--- config.mk ---
export PLATFORM = sky130hd
export DESIGN_NAME = ps2_keycode_decoder
export DESIGN_NICKNAME = d
export VERILOG_FILES = /design/src/rtl/ps2_pkg.sv /design/src/rtl/ps2_scan_lut.sv /design/src/rtl/ps2_keycode_decoder.sv
export SDC_FILE = /design/constraint.sdc
export NUM_CORES = 1
export LEC_CHECK = 0
export ABC_AREA = 1
export BUFFER_PORTS_ARGS = -buffer_cell sky130_fd_sc_hd__buf_4
export CORE_MARGIN = 5
export CORE_UTILIZATION = 55
export CTS_BUF_LIST = sky130_fd_sc_hd__clkbuf_8 sky130_fd_sc_hd__clkbuf_16
export DETAILED_ROUTE_END_ITERATION = 16
export PLACE_DENSITY_LB_ADDON = 0.1
export SKIP_CTS_REPAIR_TIMING = 1
export SLEW_MARGIN = 10
export SYNTH_ARGS = -nofsm -noshare
export SYNTH_HDL_FRONTEND = slang
export SYNTH_SLANG_ARGS = --single-unit
--- constraint.sdc ---
create_clock -name clock -period 2.8 [get_ports clock]
set_clock_uncertainty 0.05 [all_clocks]
set_input_delay 0 -clock clock [delete_from_list [all_inputs] [get_ports clock]]
set_output_delay 0 -clock clock [all_outputs]
set_load 0.05 [all_outputs]
--- src/rtl/ps2_pkg.sv ---
// ps2_pkg: scan-set-2 and ASCII constants plus prefix FSM state encoding
package ps2_pkg;
  localparam logic [7:0] SC_BREAK    = 8'hF0;
  localparam logic [7:0] SC_EXT      = 8'hE0;
  localparam logic [7:0] SC_LSHIFT   = 8'h12;
  localparam logic [7:0] SC_RSHIFT   = 8'h59;
  localparam logic [7:0] SC_CAPS     = 8'h58;
  localparam logic [7:0] SC_ENTER    = 8'h5A;
  localparam logic [7:0] SC_BKSP     = 8'h66;
  localparam logic [7:0] SC_KP_SLASH = 8'h4A;
  localparam logic [7:0] ASCII_LF    = 8'h0A;
  localparam logic [7:0] ASCII_BS    = 8'h08;
  localparam logic [7:0] ASCII_SP    = 8'h20;
  typedef enum logic [1:0] {IDLE, BRK, EXT, EXT_BRK} state_t;
endpackage

--- src/rtl/ps2_scan_lut.sv ---
// ps2_scan_lut: combinational scan-set-2 make code to ASCII table
module ps2_scan_lut
  import ps2_pkg::*;
(
  input  logic [7:0] scan_code,
  input  logic       extended,
  input  logic       upper,
  output logic [7:0] ascii,
  output logic       valid
);
  logic [7:0] base;
  logic       is_letter;
  always_comb begin
    base = 8'h00;
    if (extended)
      base = scan_code == SC_ENTER ? ASCII_LF : scan_code == SC_KP_SLASH ? 8'h2F : 8'h00;
    else
      case (scan_code)
        8'h1C: base = "a";
        8'h32: base = "b";
        8'h21: base = "c";
        8'h23: base = "d";
        8'h24: base = "e";
        8'h2B: base = "f";
        8'h34: base = "g";
        8'h33: base = "h";
        8'h43: base = "i";
        8'h3B: base = "j";
        8'h42: base = "k";
        8'h4B: base = "l";
        8'h3A: base = "m";
        8'h31: base = "n";
        8'h44: base = "o";
        8'h4D: base = "p";
        8'h15: base = "q";
        8'h2D: base = "r";
        8'h1B: base = "s";
        8'h2C: base = "t";
        8'h3C: base = "u";
        8'h2A: base = "v";
        8'h1D: base = "w";
        8'h22: base = "x";
        8'h35: base = "y";
        8'h1A: base = "z";
        8'h45: base = "0";
        8'h16: base = "1";
        8'h1E: base = "2";
        8'h26: base = "3";
        8'h25: base = "4";
        8'h2E: base = "5";
        8'h36: base = "6";
        8'h3D: base = "7";
        8'h3E: base = "8";
        8'h46: base = "9";
        8'h29: base = ASCII_SP;
        8'h49: base = ".";
        8'h4E: base = "-";
        SC_ENTER: base = ASCII_LF;
        SC_BKSP: base = ASCII_BS;
        default: base = 8'h00;
      endcase
  end
  assign is_letter = base >= "a" && base <= "z";
  assign ascii = is_letter && upper ? base - 8'h20 : base;
  assign valid = base != 8'h00;
endmodule

--- src/rtl/ps2_keycode_decoder.sv ---
// ps2_keycode_decoder: PS/2 prefix FSM, shift/caps tracking and registered ASCII output
module ps2_keycode_decoder
  import ps2_pkg::*;
(
  input  logic       clock,
  input  logic       reset,
  input  logic [7:0] scan_code,
  input  logic       scan_ready,
  output logic [7:0] ascii_char,
  output logic       key_pressed,
  output logic       shift_active,
  output logic       caps_active
);
  state_t     state, next_state;
  logic       lshift, rshift, make, brk, ext, lut_valid;
  logic [7:0] lut_ascii;
  ps2_scan_lut lut (
    .scan_code(scan_code),
    .extended (ext),
    .upper    (shift_active ^ caps_active),
    .ascii    (lut_ascii),
    .valid    (lut_valid)
  );
  assign shift_active = lshift | rshift;
  always_comb begin
    next_state = state;
    make = 1'b0;
    brk = 1'b0;
    ext = 1'b0;
    if (scan_ready)
      case (state)
        IDLE: begin
          next_state = scan_code == SC_BREAK ? BRK : scan_code == SC_EXT ? EXT : IDLE;
          make = scan_code != SC_BREAK && scan_code != SC_EXT;
        end
        BRK: begin
          next_state = IDLE;
          brk = 1'b1;
        end
        EXT: begin
          next_state = scan_code == SC_BREAK ? EXT_BRK : IDLE;
          make = scan_code != SC_BREAK;
          ext = 1'b1;
        end
        default: begin
          next_state = IDLE;
          brk = 1'b1;
          ext = 1'b1;
        end
      endcase
  end
  always_ff @(posedge clock) begin
    if (reset) begin
      state <= IDLE;
      ascii_char <= 8'h00;
      key_pressed <= 1'b0;
      lshift <= 1'b0;
      rshift <= 1'b0;
      caps_active <= 1'b0;
    end else begin
      state <= next_state;
      key_pressed <= make && lut_valid;
      if (make && lut_valid) ascii_char <= lut_ascii;
      if (!ext && (make || brk) && scan_code == SC_LSHIFT) lshift <= make;
      if (!ext && (make || brk) && scan_code == SC_RSHIFT) rshift <= make;
      if (!ext && make && scan_code == SC_CAPS) caps_active <= ~caps_active;
    end
  end
endmodule

==> results of run 1 <==
==> power by group through the flow <==
stage                     clock (mW)  sequential [mW]  combinational (mW)
after floorplan                    0            0.244               0.140
after global placement             0            0.216               0.226
after detailed placement           0            0.216               0.224
after CTS                      0.197            0.211               0.225
after global routing           0.212            0.213               0.257
final                          0.193            0.212               0.231
==> cell type report <==
class / count / area, um^2 / share of cell area, %
clock buffer: 4 / 55.1 / 3.11
inverter: 32 / 125 / 7.07
multi-input combinational: 228 / 1100 / 62.3
sequential: 14 / 280 / 15.8
tap: 31 / 38.8 / 2.19
timing repair buffer: 22 / 168 / 9.48
==> worst max-delay path by stage <==
| stage | startpoint | to | slack [ns] | cells past startpoint |
|---|---|---|---|---|
| 2_1_floorplan | state[1]$_SDFFE_PP0P_ | ascii_char[2]$_SDFFE_PP0P_ | 1.08 | 13 |
| 5_1_grt | state[1]$_SDFFE_PP0P_ | ascii_char[1]$_SDFFE_PP0P_ | 0.42 | 12 |
| 4_1_cts | state[1]$_SDFFE_PP0P_ | ascii_char[1]$_SDFFE_PP0P_ | 0.75 | 12 |
| 3_5_place_dp | scan_code[1] | ascii_char[1]$_SDFFE_PP0P_ | 0.63 | 16 |
| 3_3_place_gp | scan_code[1] | ascii_char[3]$_SDFFE_PP0P_ | 0.69 | 16 |
| 6_report | state[1]$_SDFFE_PP0P_ | ascii_char[1]$_SDFFE_PP0P_ | 0.75 | 12 |
==> layer usage <==
metal / routed length, um / track usage (%) / vias up / share of wire [%]
li1: - / - / 940 / -
met1: 1920 / 34.0 / 782 / 45
met2: 1750 / 32.1 / 125 / 41
met3: 547 / 3.91 / 6 / 13
met4: 29 / 3.45 / 0 / 0.68
met5: 0 / 0 / - / 0
==> worst register-to-register path, stage by stage, from the launching register on <==
cell and delay [ns]:
dfxtp_1 0.33, nand2_1 0.25, inv_1 0.14, a31oi_1 0.16, nand2_1 0.09, nand2_1 0.13, nand2_1 0.07, nor2_1 0.13
nand2_2 0.08, nand2_2 0.17, inv_1 0.11, o21ai_0 0.18, nor2_1 0.06
==> sequential cells by signal, summed over array words and instances, names as in the netlist <==
register / flops
state: 2
lshift: 1
ascii_char: 8
rshift: 1
key_pressed: 1
caps_active: 1
==> cell usage after synthesis <==
library cell  count  share of area [%]
o21ai_0          12                3.9
nand3_1          36                 12
xor2_1            1               0.57
nor2_2            4                1.6
dfxtp_1          14                 18
nand4_1           3                1.2
a21oi_2           2                1.1
a21oi_1          19                6.1
buf_6             1               0.73
buf_2             1               0.32
clkinv_1          2               0.48
nor3_1            1               0.32
a31oi_1           2               0.81
buf_4             3                1.5
o21ai_1           2               0.65
o211ai_1          1               0.48
ha_1              8                6.5
a21o_1            1               0.48
buf_1             1               0.24
inv_2             4               0.97
nor2_4            1               0.73
nand3_2           1               0.65
nand3b_1          1               0.48
a211oi_1          1               0.48
o21a_1            1               0.48
nand2_2           6                2.4
inv_6             1               0.57
inv_1            25                6.1
nand2_1          86                 21
a21boi_0          1               0.48
nor2_1           38                9.2
==> cells in the final DEF, fill, tap and decap left out, drive strengths merged <==
cell | synthesis | final
nand3b | 1 | 1
clkbuf | 0 | 4
o211ai | 1 | 1
inv | 30 | 30
xor2 | 1 | 1
dfxtp | 14 | 14
dlygate4sd3 | 0 | 1
a21o | 1 | 1
nand2 | 92 | 92
buf | 6 | 21
a211oi | 1 | 1
nor3 | 1 | 1
o21a | 1 | 1
ha | 8 | 8
o21ai | 14 | 14
nand3 | 37 | 37
a31oi | 2 | 2
nand4 | 3 | 3
nor2 | 43 | 43
clkinv | 2 | 2
a21oi | 21 | 21
a21boi | 1 | 1
==> cell families after synthesis <==
logic type | after synthesis | share of synthesized area, %
buf+inv | 38 | 10.8
compound gates | 42 | 15.0
xor+xnor | 1 | 0.565
simple gates | 177 | 49.1
flops | 14 | 18.1
fa+ha+maj | 8 | 6.46
==> metrics by stage <==
step	worst slack (ns)	hold slack (ns)	util [%]	cells
after floorplan	1.08	0.137	-	280
after global placement	0.694	0.197	62.3	326
after detailed placement	0.625	0.204	62.3	326
after CTS	0.749	-0.0557	64.3	330
after global routing	0.421	0.0363	64.7	331
final	0.753	0.00983	64.7	331
==> report_table.html, run 1 <==
<table>
<tr><th>Metric</th><th>Value</th></tr>
<tr><th colspan="2">Status</th></tr>
<tr><td>Run status</td><td>finished, final reports clean</td></tr>
<tr><th colspan="2">Run</th></tr>
<tr><td>Max-cap violation count</td><td>0</td></tr>
<tr><th colspan="2">Timing</th></tr>
<tr><td>Final worst path period need</td><td>2.05 ns</td></tr>
<tr><td>Final Hold Viols</td><td>0</td></tr>
<tr><td>Transition time of the tightest slew-check pin</td><td>~0.34 ns</td></tr>
<tr><td>Maximum clock rate</td><td>488 MHz</td></tr>
<tr><td>Setup total negative slack</td><td>0 ns</td></tr>
<tr><td>Final setup violation count</td><td>0</td></tr>
<tr><td>Max transition margin</td><td>77.6%</td></tr>
<tr><td>Final-report max-slew violation count</td><td>0</td></tr>
<tr><td>Setup repair after global routing missed its margin</td><td>no</td></tr>
<tr><td>Post-route fraction of the period consumed by the critical path</td><td>between 70% and 80%</td></tr>
<tr><th colspan="2">Placement</th></tr>
<tr><td>Half-perimeter wire length after placement</td><td>3310 um</td></tr>
<tr><td>Total of buffers placed on input and output ports</td><td>21</td></tr>
<tr><td>Routability Congestion</td><td>1.03</td></tr>
<tr><td>Area after DPL</td><td>about 0.0017 mm^2</td></tr>
<tr><th colspan="2">Pwr</th></tr>
<tr><td>P_sw</td><td>233 uW</td></tr>
<tr><td>Fraction of power consumed by the clock network</td><td>between 30% and 40%</td></tr>
<tr><td>Switching Share</td><td>around 37%</td></tr>
<tr><td>Combinational cell fraction of total power</td><td>36.3%</td></tr>
<tr><td>IR Drop Worst-Case VDD</td><td>about 400 uV</td></tr>
<tr><td>Lkg Pwr</td><td>0.927 nW</td></tr>
<tr><td>Cell internal pwr</td><td>403 uW</td></tr>
<tr><td>Post-layout total power</td><td>636 uW</td></tr>
<tr><td>Power density over cell area</td><td>360 mW/mm^2</td></tr>
<tr><td>Sequential share of power</td><td>33.3%</td></tr>
<tr><th colspan="2">Floorplan</th></tr>
<tr><td>Starting density of the core</td><td>56.7%</td></tr>
<tr><td>Horizontal extent of the die</td><td>63.1 um</td></tr>
<tr><td>IO Count</td><td>22</td></tr>
<tr><td>Row Count</td><td>19</td></tr>
<tr><td>Die Span Y</td><td>63.1 um</td></tr>
<tr><td>Core area</td><td>0.00273 mm^2</td></tr>
<tr><td>Die Area</td><td>0.00398 mm^2</td></tr>
<tr><th colspan="2">Worst setup path</th></tr>
<tr><td>Start-to-end type of the worst setup path</td><td>reg -&gt; reg</td></tr>
<tr><td>Highest fanout seen on the critical path</td><td>11</td></tr>
<tr><td>Reg-to-reg startpoint</td><td>state[1]$_SDFFE_PP0P_</td></tr>
<tr><td>Startpoint type of the worst setup path</td><td>flip-flop</td></tr>
<tr><td>Worst path cell trace</td><td>nand2_1, inv_1, a31oi_1, nand2_1, nand2_1, nand2_1, nor2_1, nand2_2, nand2_2, inv_1, o21ai_0, nor2_1</td></tr>
<tr><td>Required time of the worst setup path</td><td>2.88 ns</td></tr>
<tr><td>R2R cell count</td><td>12</td></tr>
<tr><td>Cell at the slowest stage of the critical path</td><td>dfxtp_1</td></tr>
<tr><td>Reg2Reg Setup Slack</td><td>approximately 0.75 ns</td></tr>
<tr><td>CP arrival</td><td>2.13 ns</td></tr>
<tr><td>Library cell appearing most often on the critical path</td><td>nand2_1</td></tr>
<tr><td>Crit end category</td><td>flip-flop</td></tr>
<tr><td>Cell family contributing the most delay on the critical path</td><td>simple AND/OR/NAND/NOR gates</td></tr>
<tr><td>WP buf/inv</td><td>2</td></tr>
<tr><td>Biggest cell delay along the critical path</td><td>~0.33 ns</td></tr>
<tr><td>Terminus of the critical flop-to-flop path</td><td>ascii_char[1]$_SDFFE_PP0P_</td></tr>
<tr><th colspan="2">Finish</th></tr>
<tr><td>Antenna Diode Count</td><td>0</td></tr>
<tr><td>Ratio of cells with drive above 1 in the final layout</td><td>between 10% and 20%</td></tr>
<tr><td>Design Area, Final</td><td>0.00177 mm^2</td></tr>
<tr><td>Fillers</td><td>278</td></tr>
<tr><td>Synth-to-Final Area Change</td><td>14.1%</td></tr>
<tr><td>NumNets Final</td><td>320</td></tr>
<tr><th colspan="2">Worst hold path</th></tr>
<tr><td>Hold depth</td><td>4</td></tr>
<tr><td>Hold Path Sink</td><td>state[0]$_SDFFE_PP0P_</td></tr>
<tr><td>Worst hold start</td><td>scan_ready</td></tr>
<tr><td>Worst hold-check path type</td><td>in -&gt; reg</td></tr>
<tr><th colspan="2">Clock network</th></tr>
<tr><td>Insertion delay of the later-clocked pin in the worst-skew pair</td><td>0.24 ns</td></tr>
<tr><td>Clock net sink count</td><td>14</td></tr>
<tr><td>Library cell used as clock root buffer</td><td>clkbuf_8</td></tr>
<tr><td>TritonCTS clock tree</td><td>done</td></tr>
<tr><td>TritonCTS buffer count</td><td>3</td></tr>
<tr><td>Reg clk slew, reported paths</td><td>roughly 0.06 ns</td></tr>
<tr><td>Count of H-tree levels built during CTS</td><td>1</td></tr>
<tr><td>Maximum root-to-sink buffer count</td><td>2</td></tr>
<tr><th colspan="2">Global route</th></tr>
<tr><td>Wire length of the first global-routing pass</td><td>7340 um</td></tr>
<tr><td>Global router's overall resource usage</td><td>22.1%</td></tr>
<tr><td>Leftover overflow at the end of global routing</td><td>0</td></tr>
<tr><td>Antenna violations before repair</td><td>0</td></tr>
<tr><td>Pin count of the biggest net entering global routing</td><td>20</td></tr>
<tr><td>Vias in the first global route</td><td>about 1,600</td></tr>
<tr><th colspan="2">Drt</th></tr>
<tr><td>ANT nets after route</td><td>0</td></tr>
<tr><td>Drt pass-1 iters</td><td>5</td></tr>
<tr><td>Post-DR wirelength/cell</td><td>12.8 um</td></tr>
<tr><td>Detailed Route Iter0 Violations</td><td>just under 200</td></tr>
<tr><td>Vias</td><td>1,853</td></tr>
<tr><td>Total wire length after detailed routing</td><td>~4200 um</td></tr>
<tr><td>Remaining routing DRC violations</td><td>0</td></tr>
<tr><td>Vias/cell</td><td>between 5 and 6</td></tr>
<tr><th colspan="2">Synthesis</th></tr>
<tr><td>Count of mapped cells out of synthesis</td><td>280</td></tr>
<tr><td>Post-synth net total</td><td>299</td></tr>
<tr><td>Share of the yosys chip area belonging to registers</td><td>18.1%</td></tr>
<tr><td>Count of yosys warnings during synthesis</td><td>0</td></tr>
<tr><td>Distinct cells, synth</td><td>31</td></tr>
<tr><td>Area of the mapped netlist</td><td>0.00155 mm^2</td></tr>
<tr><td>Avg Synthesized Cell Area</td><td>5.54 um^2</td></tr>
<tr><td>Flop and latch count out of synthesis</td><td>14</td></tr>
</table>
(Power assumes the default switching activity.)
==> run 2: changes to the inputs <==
--- a/config.mk
+++ b/config.mk
@@ -8,7 +8,7 @@
 export ABC_AREA = 1
 export BUFFER_PORTS_ARGS = -buffer_cell sky130_fd_sc_hd__buf_4
 export CORE_MARGIN = 5
-export CORE_UTILIZATION = 55
+export CORE_UTILIZATION = 52
 export CTS_BUF_LIST = sky130_fd_sc_hd__clkbuf_8 sky130_fd_sc_hd__clkbuf_16
 export DETAILED_ROUTE_END_ITERATION = 16
 export PLACE_DENSITY_LB_ADDON = 0.1
==> constraint.sdc (replaced) <==
create_clock -name clock -period 1.75 [get_ports clock]
set_clock_uncertainty 0.05 [all_clocks]
set_input_delay 0 -clock clock [delete_from_list [all_inputs] [get_ports clock]]
set_output_delay 0 -clock clock [all_outputs]
set_load 0.05 [all_outputs]
==> run 2 against run 1 <==
First-iteration DRC count is 34% higher. Total power is 81% higher. Combinational power is 140% higher. Critical path depth is 4 higher. Wire length is 42% higher. Sequential share of layout area is 4.0 points lower. Critical path type is now in -> reg. Largest cell class unchanged.
==> report_table.html, run 2 (synthesis results as in run 1) <==
<table>
<tr><th>Metric</th><th>Value</th></tr>
<tr><th colspan="2">Status</th></tr>
<tr><td>Run status</td><td>finished, final reports clean</td></tr>
<tr><th colspan="2">Timing</th></tr>
<tr><td>Final Hold Viols</td><td>0</td></tr>
<tr><td>Post-Route Hold Slack</td><td>0.0218 ns</td></tr>
<tr><td>Final-report max-slew violation count</td><td>0</td></tr>
<tr><td>Maximum clock rate</td><td>roughly 570 MHz</td></tr>
<tr><td>Setup repair after global routing missed its margin</td><td>yes</td></tr>
<tr><td>Post-route fraction of the period consumed by the critical path</td><td>roughly 100%</td></tr>
<tr><td>Final worst path period need</td><td>about 1.7 ns</td></tr>
<tr><td>Transition time of the tightest slew-check pin</td><td>0.346 ns</td></tr>
<tr><td>Max transition margin</td><td>76.8%</td></tr>
<tr><td>Final setup violation count</td><td>0</td></tr>
<tr><th colspan="2">Global route</th></tr>
<tr><td>Global router's overall resource usage</td><td>between 20% and 30%</td></tr>
<tr><td>Vias in the first global route</td><td>~1,900</td></tr>
<tr><td>Wire length of the first global-routing pass</td><td>8420 um</td></tr>
<tr><td>Antenna violations before repair</td><td>0</td></tr>
<tr><td>Pin count of the biggest net entering global routing</td><td>12</td></tr>
<tr><td>Leftover overflow at the end of global routing</td><td>0</td></tr>
<tr><th colspan="2">Drt</th></tr>
<tr><td>Vias/cell</td><td>around 6.0</td></tr>
<tr><td>Detailed Route Iter0 Violations</td><td>266</td></tr>
<tr><td>Drt pass-1 iters</td><td>5</td></tr>
<tr><td>Remaining routing DRC violations</td><td>0</td></tr>
<tr><td>ANT nets after route</td><td>0</td></tr>
<tr><td>Post-DR wirelength/cell</td><td>15.9 um</td></tr>
<tr><td>Vias</td><td>between 2,000 and 2,500</td></tr>
<tr><td>Total wire length after detailed routing</td><td>6030 um</td></tr>
<tr><th colspan="2">Pwr</th></tr>
<tr><td>Lkg Pwr</td><td>1.20 nW</td></tr>
<tr><td>Post-layout total power</td><td>1.15 mW</td></tr>
<tr><td>Power density over cell area</td><td>485 mW/mm^2</td></tr>
<tr><td>IR Drop Worst-Case VDD</td><td>493 uV</td></tr>
<tr><th colspan="2">Floorplan</th></tr>
<tr><td>Die Area</td><td>0.00417 mm^2</td></tr>
<tr><td>Die Span Y</td><td>between 60 and 70 um</td></tr>
<tr><td>Row Count</td><td>19</td></tr>
<tr><td>Horizontal extent of the die</td><td>roughly 65 um</td></tr>
<tr><td>Starting density of the core</td><td>55.3%</td></tr>
<tr><td>IO Count</td><td>22</td></tr>
<tr><td>Core area</td><td>between 0.002 and 0.003 mm^2</td></tr>
<tr><th colspan="2">Placement</th></tr>
<tr><td>Half-perimeter wire length after placement</td><td>4140 um</td></tr>
<tr><td>Total of buffers placed on input and output ports</td><td>21</td></tr>
<tr><td>Routability Congestion</td><td>roughly 0.99</td></tr>
<tr><td>Post-placement cell count</td><td>373</td></tr>
<tr><th colspan="2">Clock network</th></tr>
<tr><td>Count of H-tree levels built during CTS</td><td>1</td></tr>
<tr><td>TritonCTS clock tree</td><td>done</td></tr>
<tr><td>Reg clk slew, reported paths</td><td>0.06 ns</td></tr>
<tr><td>Clock net sink count</td><td>14</td></tr>
<tr><td>Maximum root-to-sink buffer count</td><td>2</td></tr>
<tr><td>TritonCTS buffer count</td><td>3</td></tr>
<tr><td>Insertion delay of the later-clocked pin in the worst-skew pair</td><td>0.24 ns</td></tr>
<tr><td>Library cell used as clock root buffer</td><td>clkbuf_8</td></tr>
<tr><th colspan="2">Worst setup path</th></tr>
<tr><td>CP arrival</td><td>1.82 ns</td></tr>
<tr><td>Cell at the slowest stage of the critical path</td><td>ha_4</td></tr>
<tr><td>Required time of the worst setup path</td><td>around 1.8 ns</td></tr>
<tr><td>R2R cell count</td><td>11</td></tr>
<tr><td>Start-to-end type of the worst setup path</td><td>in -&gt; reg</td></tr>
<tr><td>Highest fanout seen on the critical path</td><td>6</td></tr>
<tr><td>Startpoint type of the worst setup path</td><td>input port</td></tr>
<tr><td>Biggest cell delay along the critical path</td><td>0.27 ns</td></tr>
<tr><td>Crit end category</td><td>flip-flop</td></tr>
<tr><td>Worst path cell trace</td><td>buf_6, inv_4, ha_4, nand2_4, a21oi_4, nor2_2, nand3b_1, nand2_1, nand2_2, nand2_1, nor2_1, nand2_2, nand2_4, buf_4, a21oi_1, nor2_1</td></tr>
<tr><th colspan="2">Finish</th></tr>
<tr><td>Synth-to-Final Area Change</td><td>53.3%</td></tr>
<tr><td>Register bank with the most flops</td><td>ascii_char</td></tr>
<tr><td>Leading cell type in the layout, fill and taps excluded</td><td>nand2_1</td></tr>
<tr><td>Ratio of cells with drive above 1 in the final layout</td><td>approximately two fifths</td></tr>
<tr><td>Utilization of the core after routing</td><td>a little over four fifths</td></tr>
<tr><td>Flip-flop count of the largest register, all copies and words added</td><td>8</td></tr>
<tr><td>Registers with the highest flip-flop counts</td><td>ascii_char: 8 flops, state: 2 flops</td></tr>
<tr><td>Filler-free cell count of the finished design</td><td>379</td></tr>
<tr><td>NumNets Final</td><td>369</td></tr>
<tr><td>Most used cells in the layout excluding fill and tap cells</td><td>nand2_1 (71), buf_4 (64), nor2_1 (34)</td></tr>
<tr><td>Antenna Diode Count</td><td>0</td></tr>
<tr><th colspan="2">Worst hold path</th></tr>
<tr><td>Worst hold-check path type</td><td>in -&gt; reg</td></tr>
<tr><td>Hold depth</td><td>4</td></tr>
<tr><th colspan="2">Run</th></tr>
<tr><td>Max-cap violation count</td><td>0</td></tr>
</table>
## run 2: changes by cell type in the layout (fill, tap and decap cells not counted), sizes merged
cell         before  now
buf              21   69
dlygate4sd3       1    2
clkbuf            4    3
## run 2: worst paths after layout
check / from / slack [ns] / endpoint
max: scan_code[0] / 0.002 / ascii_char[0]$_SDFFE_PP0P_
min: scan_ready / 0.02 / state[1]$_SDFFE_PP0P_
min reg2reg: ascii_char[6]$_SDFFE_PP0P_ / 0.42 / ascii_char[6]$_SDFFE_PP0P_
max reg2reg: state[1]$_SDFFE_PP0P_ / 0.07 / ascii_char[7]$_SDFFE_PP0P_
## run 2: layer usage
metal  GRT usage, %  part of all wire [%]
met5              0                     0
met4           4.49                   3.3
met3           6.04                    11
met2           41.2                    45
met1           34.1                    40
## run 2: worst max-delay path, delay by kind of cell
| kind | cells | cell delay, ns |
|---|---|---|
| fa+ha+maj | 1 | 0.27 |
| buf+inv | 3 | 0.30 |
| compound gates | 2 | 0.35 |
| simple gates | 10 | 0.88 |
## run 2: area by class of cell
cell class / count / area [um^2]
Fill cell: 164 / 428
Multi-Input combinational cell: 228 / 1320
Timing Repair Buffer: 71 / 566
Sequential cell: 14 / 282
Clock buffer: 3 / 41.3
Tap cell: 31 / 38.8
Inverter: 32 / 135
## run 2: power by group
group	internal [mW]	switching (mW)
sequential	0.332	0.00709
combinational	0.218	0.333
clock	0.152	0.111
## run 2: stage by stage
step	setup WS (ns)	cell area, um^2	setup TNS [ns]
floorplan	0.0301	1550	0
global placement	-0.199	2070	-1.54
detailed placement	-0.303	2070	-2.23
CTS	-0.0802	2110	-0.167
global route	-0.0369	2380	-0.247
finish	0.00246	2380	0
